**src/rtl/riscv_fetch_queue.sv**
```systemverilog
`default_nettype none
// ============================================================================
//  Module      : riscv_fetch_queue
//  Description : Instruction-fetch stage with a small prefetch queue. Issues
//                one outstanding req/ack fetch at a time, buffers fetched
//                words, drives the IF/ID register, and handles stall,
//                redirect and NOP bubble insertion.
//  Revision    : 1.0  initial release
// ============================================================================
module riscv_fetch_queue #(
    parameter int              DEPTH    = 4,
    parameter int              XLEN     = 64,
    parameter logic [XLEN-1:0] PC_RESET = '0
) (
    input  logic                         clock,
    input  logic                         reset,
    output logic                         imem_req,
    output logic [XLEN-1:0]              imem_addr,
    input  logic                         imem_ack,
    input  logic [31:0]                  imem_rdata,
    input  logic                         stall,
    input  logic                         redirect,
    input  logic [XLEN-1:0]              redirect_pc,
    output logic [31:0]                  ifid_ir,
    output logic [XLEN-1:0]              ifid_pc,
    output logic                         ifid_valid,
    output logic [$clog2(DEPTH+1)-1:0]   queue_count
);

    localparam int              AW         = (DEPTH > 1) ? $clog2(DEPTH) : 1;
    localparam int              CW         = $clog2(DEPTH + 1);
    localparam logic [CW-1:0]   C_FULL     = CW'(DEPTH);
    localparam logic [31:0]     C_NOP      = 32'h0000_0013;
    localparam logic [XLEN-1:0] C_STEP     = XLEN'(4);
    localparam logic [XLEN-1:0] C_ALIGN    = XLEN'(3);
    localparam logic [XLEN-1:0] C_PC_RESET = PC_RESET & ~C_ALIGN;

    // Fetch control state
    logic [XLEN-1:0] fetch_pc_q, fetch_pc_d;
    logic            drop_q,     drop_d;
    logic [XLEN-1:0] pend_pc_q,  pend_pc_d;

    // Queue bookkeeping
    logic [AW-1:0]   rd_ptr_q,   rd_ptr_d;
    logic [AW-1:0]   wr_ptr_q,   wr_ptr_d;
    logic [CW-1:0]   count_q,    count_d;

    // Queue storage (contents are qualified by count, so no reset is needed)
    logic [XLEN-1:0] ent_pc_q [DEPTH];
    logic [31:0]     ent_ir_q [DEPTH];

    // IF/ID register
    logic [31:0]     ifid_ir_q,    ifid_ir_d;
    logic [XLEN-1:0] ifid_pc_q,    ifid_pc_d;
    logic            ifid_valid_q, ifid_valid_d;

    logic            w_req;
    logic            w_ack;
    logic            w_push;
    logic            w_pop;
    logic [XLEN-1:0] w_redir_pc;

    // While a discarded response is still owed, the request must stay up even
    // if the queue bookkeeping says otherwise.
    assign w_req      = ~reset & (drop_q | (count_q != C_FULL));
    assign w_ack      = w_req & imem_ack;
    assign w_push     = w_ack & ~drop_q & ~redirect;
    assign w_pop      = ~redirect & ~stall & (count_q != '0);
    assign w_redir_pc = redirect_pc & ~C_ALIGN;

    assign imem_req    = w_req;
    assign imem_addr   = fetch_pc_q;
    assign ifid_ir     = ifid_ir_q;
    assign ifid_pc     = ifid_pc_q;
    assign ifid_valid  = ifid_valid_q;
    assign queue_count = count_q;

    // Next fetch address, drop tracking and pending redirect target
    always_comb begin
        fetch_pc_d = fetch_pc_q;
        drop_d     = drop_q;
        pend_pc_d  = pend_pc_q;
        if (redirect) begin
            if (w_req & ~imem_ack) begin
                // A request is outstanding: its address must not move, so
                // park the target until the stale response comes back.
                drop_d    = 1'b1;
                pend_pc_d = w_redir_pc;
            end else begin
                fetch_pc_d = w_redir_pc;
                drop_d     = 1'b0;
            end
        end else if (drop_q & w_ack) begin
            fetch_pc_d = pend_pc_q;
            drop_d     = 1'b0;
        end else if (w_push) begin
            fetch_pc_d = fetch_pc_q + C_STEP;
        end
    end

    // Queue pointers and occupancy
    always_comb begin
        rd_ptr_d = rd_ptr_q;
        wr_ptr_d = wr_ptr_q;
        count_d  = count_q;
        if (redirect) begin
            rd_ptr_d = '0;
            wr_ptr_d = '0;
            count_d  = '0;
        end else begin
            if (w_push) begin
                wr_ptr_d = wr_ptr_q + AW'(1);
            end
            if (w_pop) begin
                rd_ptr_d = rd_ptr_q + AW'(1);
            end
            case ({w_push, w_pop})
                2'b10:   count_d = count_q + CW'(1);
                2'b01:   count_d = count_q - CW'(1);
                default: count_d = count_q;
            endcase
        end
    end

    // IF/ID register: pop the head, inject a NOP bubble, or hold on stall
    always_comb begin
        ifid_ir_d    = ifid_ir_q;
        ifid_pc_d    = ifid_pc_q;
        ifid_valid_d = ifid_valid_q;
        if (redirect) begin
            ifid_ir_d    = C_NOP;
            ifid_valid_d = 1'b0;
        end else if (!stall) begin
            if (count_q != '0) begin
                ifid_ir_d    = ent_ir_q[rd_ptr_q];
                ifid_pc_d    = ent_pc_q[rd_ptr_q];
                ifid_valid_d = 1'b1;
            end else begin
                ifid_ir_d    = C_NOP;
                ifid_valid_d = 1'b0;
            end
        end
    end

    // State registers with asynchronous reset
    always_ff @(posedge clock or posedge reset) begin
        if (reset) begin
            fetch_pc_q   <= C_PC_RESET;
            drop_q       <= 1'b0;
            pend_pc_q    <= '0;
            rd_ptr_q     <= '0;
            wr_ptr_q     <= '0;
            count_q      <= '0;
            ifid_ir_q    <= C_NOP;
            ifid_pc_q    <= '0;
            ifid_valid_q <= 1'b0;
        end else begin
            fetch_pc_q   <= fetch_pc_d;
            drop_q       <= drop_d;
            pend_pc_q    <= pend_pc_d;
            rd_ptr_q     <= rd_ptr_d;
            wr_ptr_q     <= wr_ptr_d;
            count_q      <= count_d;
            ifid_ir_q    <= ifid_ir_d;
            ifid_pc_q    <= ifid_pc_d;
            ifid_valid_q <= ifid_valid_d;
        end
    end

    // Queue storage write on an accepted response
    always_ff @(posedge clock) begin
        if (w_push) begin
            ent_pc_q[wr_ptr_q] <= fetch_pc_q;
            ent_ir_q[wr_ptr_q] <= imem_rdata;
        end
    end

endmodule
`default_nettype wire
```
**config.mk**
```make
export PLATFORM = sky130hd
export DESIGN_NAME = riscv_fetch_queue
export DESIGN_NICKNAME = d
export VERILOG_FILES = /design/src/rtl/riscv_fetch_queue.sv
export SDC_FILE = /design/constraint.sdc
export NUM_CORES = 1
export LEC_CHECK = 0
export ABC_AREA = 1
export BUFFER_PORTS_ARGS = -buffer_cell sky130_fd_sc_hd__buf_2
export CAP_MARGIN = 20
export CORE_MARGIN = 5
export CORE_UTILIZATION = 55
export CTS_BUF_LIST = sky130_fd_sc_hd__clkbuf_2 sky130_fd_sc_hd__clkbuf_4 sky130_fd_sc_hd__clkbuf_8
export DETAILED_ROUTE_END_ITERATION = 10
export HOLD_SLACK_MARGIN = 0.05
export PLACE_DENSITY = 0.75
export SETUP_SLACK_MARGIN = 0.2
export SLEW_MARGIN = 30
export SYNTH_ARGS = -nofsm -noshare
export SYNTH_HDL_FRONTEND = slang
export SYNTH_SLANG_ARGS = --single-unit
```
**constraint.sdc**
```tcl
create_clock -name clock -period 7.6 [get_ports clock]
set_input_delay 0.76 -clock clock [delete_from_list [all_inputs] [get_ports clock]]
set_output_delay 0.76 -clock clock [all_outputs]
set_load 0.02 [all_outputs]
```
=== Word level (Yosys, flattened, before mapping) ===
Memory sizes are Yosys's and may differ from the RTL's. A register that Yosys moved wholly into a read port is not among the register bits.
Cells that the tools add are included.

* Output and inout bits: 165
* Logic and storage cells: 64
* Memories kept: 2
* Memory bits (read-only): 0
* Bits in registers: 167
* Bits of input ports: 101
* Bits in latches: 0
* Memory bits (writable): 384

{| class="wikitable"
|+ Memory list
! memory !! words !! bits a word !! rd ports !! clocked after memory_dff !! wr ports !! RTL line !! text
|-
| ent_pc_q || 4 || 64 || 1 || 1 || 1 || 49 || <nowiki>logic [XLEN-1:0] ent_pc_q [DEPTH];</nowiki>
|-
| ent_ir_q || 4 || 32 || 1 || 0 || 1 || 50 || <nowiki>logic [31:0] ent_ir_q [DEPTH];</nowiki>
|}

* Bitwise logic cells: 14
* Shifts and indexed selects: 0
* Add/subtract/negate cells: 5
* Multipliers: 0
* Reduce and logical (&&, ||, !) cells: 9
* Mux-type cells: 21
* Div/mod/pow operators: 0
* Equal/unequal tests: 5
* Order comparisons: 0

{| class="wikitable"
|+ Operator list
! kind !! count
|-
| 2-to-1 mux 64 bit || 4
|-
| 2-to-1 mux 32 bit || 3
|-
| adder 64 x 3 -> 64 bit, second input constant || 1
|-
| nonzero test 3 bit || 3
|-
| bitwise AND 1 bit || 8
|-
| 2-to-1 mux 1 bit || 8
|-
| 2-to-1 mux 2 bit || 4
|-
| one-hot mux 3 bit (2 select lines) || 1
|-
| nonzero test 2 bit || 3
|-
| NOT 1 bit || 5
|-
| adder 2 x 1 -> 2 bit, second input constant || 2
|-
| AND reduction 2 bit || 2
|-
| adder 3 x 1 -> 3 bit, second input constant || 1
|-
| 2-to-1 mux 3 bit || 1
|-
| != test 3 bit, second input constant || 1
|-
| AND reduction 3 bit || 1
|-
| subtractor 3 x 1 -> 3 bit, second input constant || 1
|-
| == test 2 x 1 -> 1 bit, second input constant || 1
|-
| == test 2 bit, second input constant || 1
|-
| != test 2 x 1 -> 1 bit, second input constant || 1
|-
| != test 2 bit, second input constant || 1
|-
| bitwise OR 1 bit || 1
|}

=== Longest topological paths before layout ===
Gate-level depths: netlist of the first run.

* Depth after elaboration: 9
* Depth in mapped cells: 13
* Depth with buffers taken out: 13

=== Worst setup path after synthesis of the first run ===
Ideal clock, no wire load.

* Kind: input to register
* Start point: in reset
* End point: reg fetch_pc_q[13], in the netlist imem_addr[13]
* Cell stages on the path: 7
* Data required time: 7477 ps
* Path slack: -59 ps
* Data arrival time: 7536 ps
* Setup time: 123 ps
* Path through: inv_1 -> nand3_1 -> inv_2 -> buf_2 -> o21ai_0 -> o21ai_0 -> nand2_1

* Word-level cells in the longest chain between the ends: 7

{| class="wikitable"
|+ Ends and longest elaborated chain
! item !! RTL line !! text
|-
| start: declaration || 16 || <nowiki>input logic reset,</nowiki>
|-
| NOT 1 bit (*) || 65 || <nowiki>assign w_req = ~reset & (drop_q | (count_q != C_FULL));</nowiki>
|-
| bitwise AND 1 bit (*) || 65 ||
|-
| bitwise AND 1 bit || 66 || <nowiki>assign w_ack = w_req & imem_ack;</nowiki>
|-
| bitwise AND 1 bit (2 in a row) || 67 || <nowiki>assign w_push = w_ack & ~drop_q & ~redirect;</nowiki>
|-
| nonzero test 3 bit (no line) || - ||
|-
| AND reduction 2 bit (no line) || - ||
|-
| end signal: assignment || 158 || <nowiki>fetch_pc_q <= fetch_pc_d;</nowiki>
|-
| end: declaration || 39 || <nowiki>logic [XLEN-1:0] fetch_pc_q, fetch_pc_d;</nowiki>
|}

Mark *: on every way between the ends. The rest lies on a longest branch, timed or not.
A chain may end at the register's enable or synchronous reset.

=== Worst setup path in the final report of the first run ===
* Start point: in redirect
* End point: reg ifid_pc_q[24], in the netlist ifid_pc[24] (read register of ent_pc_q)

* Word-level cells in the longest chain between the ends: 2

{| class="wikitable"
|+ Ends and longest elaborated chain
! item !! RTL line !! text
|-
| start: declaration || 22 || <nowiki>input logic redirect,</nowiki>
|-
| NOT 1 bit (no line) || - ||
|-
| AND reduction 3 bit (no line) || - ||
|-
| end: declaration || 54 || <nowiki>logic [XLEN-1:0] ifid_pc_q, ifid_pc_d;</nowiki>
|}

Every way passes these cells.

==> results of run 1 <==
metal layers:
| layer | vias to the layer above | part of all wire [%] | GRT usage [%] |
|---|---|---|---|
| li1 | 9284 | - | - |
| met1 | 9722 | 40 | 37.1 |
| met2 | 922 | 48 | 43.7 |
| met3 | 138 | 8.7 | 5.39 |
| met4 | 2 | 3.3 | 10.6 |
| met5 | - | 0.018 | 0 |
worst paths after layout:
path / from / end / slack [ps] / depth (start not counted)
max in group asynchronous: reset / imem_addr[28] / 5470 / 4
worst max register to register: queue_count[0] / ent_pc_q[0][23] / 4270 / 9
worst min register to register: pend_pc_q[19] / pend_pc_q[19] / 490 / 2
worst min-delay path: reset / ifid_pc[59] / 220 / 2
worst max-delay path: redirect / ifid_pc[24] / 3950 / 8
min in group clock: imem_rdata[21] / ent_ir_q[1][21] / 310 / 1
sequential cells by signal, indices dropped and copies added (netlist names):
register,cells
ent_pc_q,248
ent_ir_q,128
ifid_pc,62
imem_addr,62
pend_pc_q,62
ifid_ir,32
queue_count,3
rd_ptr_q,2
wr_ptr_q,2
drop_q,1
ifid_valid,1
power groups by stage:
stage                     Combinational (mW)  Sequential (mW)  Clock [mW]
final                                   2.38             4.79        2.89
after global routing                    2.63             4.84        3.09
after CTS                               2.38             4.77        2.93
after detailed placement                2.37             4.83           0
after global placement                  2.31             4.81           0
after floorplan                         1.22             4.94           0
cells by family (layout without fill, tap and decap cells):
kind of cell	count (synthesis)	after routing	synth area share, %
muxes	3	3	0.130
and+or+nand+nor	1175	1175	18.0
DFF	603	603	65.4
adders and majority gates	6	6	0.318
other	1	7	0.0144
AOI/OAI and AO/OA	487	487	10.6
xor gates and xnor gates	25	25	0.843
buffers and inverters	301	622	4.75
cells in the final DEF, fill, tap and decap left out, types with 5 or more instances in the layout:
cell        n
clkbuf_4   33
nor2_2     11
nand3_2     5
nand3_1    70
inv_1     150
buf_4      14
edfxtp_1  376
clkinv_1   12
xor2_1     18
buf_2     259
xnor2_1     7
nand2_2     9
a31oi_1    66
o22ai_1    32
inv_2       6
o21ai_0   246
clkinv_2   14
nor2_4     11
ha_1        5
o211ai_1    6
nand2_1   552
o21ai_1    36
dfrtp_1   222
nand4_1    17
a21oi_1    66
clkbuf_8  115
nor2_1    497
a32o_1     29
final cells by class:
class,count,area (um^2),area share (%)
multi-input combinational,1700,7830,26.2
inverter,160,614,2.06
clock inverter,31,225,0.755
sequential,603,17000,56.9
tap,607,759,2.55
antenna,3,7.51,0.0252
timing repair buffer,283,1590,5.33
clock buffer,148,1830,6.13
critical path, cell delays in order:
cell	delay, ps
buf_2	170
inv_2	380
buf_6	580
nand3_2	330
inv_4	710
buf_4	840
nor2_1	90
a31oi_1	200
==> flow_summary.toml, run 1 <==
[clock_tree]
cts-root-buf = "clkbuf_8"
clk-insertion-delay-late_ps = 680
clkTransAtPathRegs_ps = 60
cts_sinks = 603
ctsLongestPathBuffers = 3
htreeDepth = 3
ctsHoldBuffers = 0
postCtsSetupBuffers = 0
cts_tree = "yes"
cts_buffers = 96
cts.repair.resized = 0

[worst_setup_path]
worstPathArrival_ps = 4220
required_ps = 8160
end_kind = "flop"
startpoint_type = "input pin"
worst-path-max-fanout = 84
path_class = "in -> reg"

[pwr]
switching_power_mw = 3.57
p_total_mw = 10.1
power_density_nw_per_um2 = 337
p_seq_share_pct = 47.6
peakVddDrop_v = 0.000198
swShare_pct = 35.5
p_leak_nw = 12.3
p_clk_share_pct = 28.7
p_comb_share_pct = 23.6
p_int_mw = 6.48

[route]
drc = 0
totalWireLength_mm = 71.2
vias = 20100
antenna_left = 0
viasPerCell = 5.68
drt_pass1_iterations = 6
drt-wirelength-per-cell_um = 20.1
drt_iter0_drc = 2010

[placement]
dp_cells = 3351
gp_congestion = 0.947
place_area_um2 = 27700
io_buffers = 259
pre_cts_ws_ps = 3070
dp_hpwl_mm = 44.1

[synthesis]
ys_ff_latch = 603
async_reset_ff_share_pct = 37.6
synth_warnings = 0
yosysMostFrequentCell = "nand2_1"
yosysUniqueCellTypes = 37
synth_area_leader_cell = "edfxtp_1"
synth.area.top_cells = "edfxtp_1, dfrtp_1, nand2_1"
synth_area_um2 = 26000
synth.avg_cell_area_um2 = 9.99
syn-instance-count = 2601
yosys-top-cells-count = "nand2_1, nor2_1, edfxtp_1, o21ai_0, dfrtp_1"
synth-main-ff-cell = "edfxtp_1"
synth_edf_count = 376
ys_seq_area_share_pct = 65.4
yosysTopAreaCellShare_pct = 43.5

[finish]
fin_nets = 2951
final_layout_size_suffix_gt1_share_pct = 17.3
synthToLayoutAreaGrowth_pct = 14.9
instances_no_fill = 3535
fin_util_pct = 64.0
fillers = 3673
final_area_um2 = 29800

[timing]
slew_violations = 0
layout_min_cycle_time_ps = 3650
rsz0062_at_grt = "no"
fin_tns_setup_ps = 0
fmax_ghz = 0.274
clock-skew-final_ps = 32.4
worst_slew_pin_slew_ps = 965
worst_slack_ps = 3950
setup_viol = 0
finalCritPeriodShare_pct = 48.0
hold_ws_ps = 217
hold_viol = 0
max_slew_margin_pct = 35.6

[die]
die_area_um2 = 51700
rows = 79
die_y_um = 227
die_w_um = 227
ioPinCount = 266
core_area_um2 = 46700
start_util_pct = 55.7

[global_route]
grt_pass1_wl_mm = 109
grt_max_degree = 102
grt.overflow.total = 0
grt_usage_pct = 27.2
antenna_found_initial = 2
grt_pass1_vias = 19700

[run_status]
status = "finished clean"

[min_path]
hp-class = "in -> async"

[flow_run]
maxCapViolCount = 0
Note: power is estimated with default switching activity, not from simulation.
==> run 2: changes to the inputs <==
- clock period: 7.6 -> 3.8 ns (I/O delays scaled with it)
==> run 2 against run 1 <==
Compared with the run above: sequential share of layout area decreased by 1.8 points; power rose by 100%; via count rose by 2.5%; final area is 3.3% higher; critical path type is now reg -> reg.
==> flow_summary.toml, run 2 (synthesis results as in run 1) <==
[clock_tree]
cts_sinks = 603
cts_buffers = 97
htreeDepth = 3
ctsLongestPathBuffers = 3
clkTransAtPathRegs_ps = 60
clk-insertion-delay-late_ps = 720
cts_tree = "yes"
cts-root-buf = "clkbuf_8"

[global_route]
grt_max_degree = 109
grt.overflow.total = 0
grt_pass1_vias = 20100
antenna_found_initial = 2
grt_usage_pct = 28.1
grt_pass1_wl_mm = 112

[worst_setup_path]
startpoint_type = "flop"
cp-endpoint = "ent_pc_q[2][31]"
r2r_slack_ps = 1140
cpLargestDelayFamily = "buffers and inverters"
r2r_end = "ent_pc_q[2][31]"
crit_chain = "inv_1 > nand2_1 > nor2_2 > a21oi_4 > nand3_1 > nor2_1 > inv_1 > nor2_4 > buf_4"
crit_path_start = "queue_count[1]"
worstPathArrival_ps = 2950
end_kind = "flop"
path_class = "reg -> reg"
timing.critical_path.buf_inv = 3
r2r_cells = 9
r2r-start = "queue_count[1]"
cpPeakStageDelay_ps = 620
worst-path-max-fanout = 54
crit_cells = 9
path_common_cell = "inv_1"
cp_slowest_cell = "buf_4"
required_ps = 4100

[pwr]
p_clk_share_pct = 28.7
power_density_nw_per_um2 = 656
swShare_pct = 35.5
switching_power_mw = 7.18
p_seq_share_pct = 47.0
p_int_mw = 13.0
peakVddDrop_v = 0.000337
p_comb_share_pct = 24.3
p_leak_nw = 12.7

[die]
die_area_um2 = 51700
ioPinCount = 266
die_w_um = 227
die_y_um = 227
core_area_um2 = 46700
rows = 79
start_util_pct = 55.7

[finish]
mostFrequentLayoutCells = "nand2_1, nor2_1, edfxtp_1"
instances_no_fill = 3635
top_register = "ent_pc_q"
reg.largest.list = "ent_pc_q x248, ent_ir_q x128"
fin_util_pct = 66.1
fin_nets = 3053
final_layout_size_suffix_gt1_share_pct = 17.2
largest_register_ffs = 248
fillers = 3480
final_common_cell = "nand2_1"
synthToLayoutAreaGrowth_pct = 18.7

[timing]
max_slew_margin_pct = 40.6
slew_violations = 0
fmax_ghz = 0.376
rsz0062_at_grt = "no"
layout_min_cycle_time_ps = 2660
clock-skew-final_ps = 49.2
hold_viol = 0
worst_slew_pin_slew_ps = 891
setup_viol = 0
finalCritPeriodShare_pct = 69.9

[placement]
dp_hpwl_mm = 44.5
io_buffers = 259
gp_congestion = 0.932
dp_cells = 3359

[run_status]
status = "finished clean"

[route]
totalWireLength_mm = 72.9
drt_pass1_iterations = 5
drt-wirelength-per-cell_um = 20.1
antenna_left = 0
drt_iter0_drc = 2104
vias = 20600
viasPerCell = 5.66
drc = 0

[flow_run]
maxCapViolCount = 0

[min_path]
hp-class = "in -> reg"
## run 2: changes by cell type in the layout (fill, tap and decap cells not counted), sizes merged, moves of 6 or more
cell         change
buf              +6
clkinv           -9
clkbuf          +10
dlygate4sd3     +95
## run 2: cell type report
cell class                      count  area [um^2]  share of cell area (%)
Sequential cell                   603        17000                    55.1
Multi-Input combinational cell   1700         7830                    25.4
Timing Repair Buffer              384         2570                    8.35
Clock buffer                      158         1920                    6.22
Tap cell                          607          759                    2.46
Inverter                          160          611                    1.98
Clock inverter                     22          150                   0.487
Antenna cell                        1         2.50                 0.00812
## run 2: metrics by stage
stage | power [mW] | TNS (ps) | hold slack (ps) | worst slack (ps) | cell area, um^2
floorplan | 12.3 | -87460 | 453 | -1460 | 26000
global placement | 14.2 | 0 | 466 | 1220 | 27800
detailed placement | 14.4 | 0 | 473 | 1160 | 27800
CTS | 20.3 | 0 | 120 | 1150 | 30800
global route | 21.2 | 0 | 188 | 923 | 30800
finish | 20.2 | 0 | 177 | 1140 | 30800
## run 2: timing repair
item                      4_1_cts  5_1_grt
hold endpoints to repair      288        0
hold buffers                   95        0
buffers inserted                0        0
gates resized for setup         0        0
## run 2: worst min-delay path by stage
stage                              from       endpoint  slack, ps  depth (start not counted)
after global placement    pend_pc_q[61]  pend_pc_q[61]        470                          2
after floorplan           pend_pc_q[11]  pend_pc_q[11]        450                          2
after CTS                         stall     ifid_ir[1]        120                          4
final                             stall     ifid_ir[1]        180                          4
after detailed placement  pend_pc_q[47]  pend_pc_q[47]        470                          2
after global routing              stall     ifid_ir[1]        190                          4
## run 2: worst register-to-register path: stages (launching register included)
cell	delay [ps]
dfrtp_1	390
inv_1	80
nand2_1	70
nor2_2	50
a21oi_4	290
nand3_1	180
nor2_1	200
inv_1	200
nor2_4	130
buf_4	620
## run 2: power by group through the flow
stage | clock [mW] | sequential, mW | combinational [mW]
after floorplan | 0 | 9.86 | 2.45
final | 5.80 | 9.51 | 4.91
after global routing | 6.21 | 9.61 | 5.42
after CTS | 5.87 | 9.48 | 4.91
after global placement | 0 | 9.55 | 4.69
after detailed placement | 0 | 9.60 | 4.82
## run 2: per-layer routing
layer  share of wire [%]  vias to the layer above  GRT usage [%]
li1                    -                     9469              -
met1                  39                     9874           37.8
met2                  48                     1037           45.1
met3                 9.4                      184           6.27
met4                 3.5                        2           11.2
met5              0.0096                        -              0
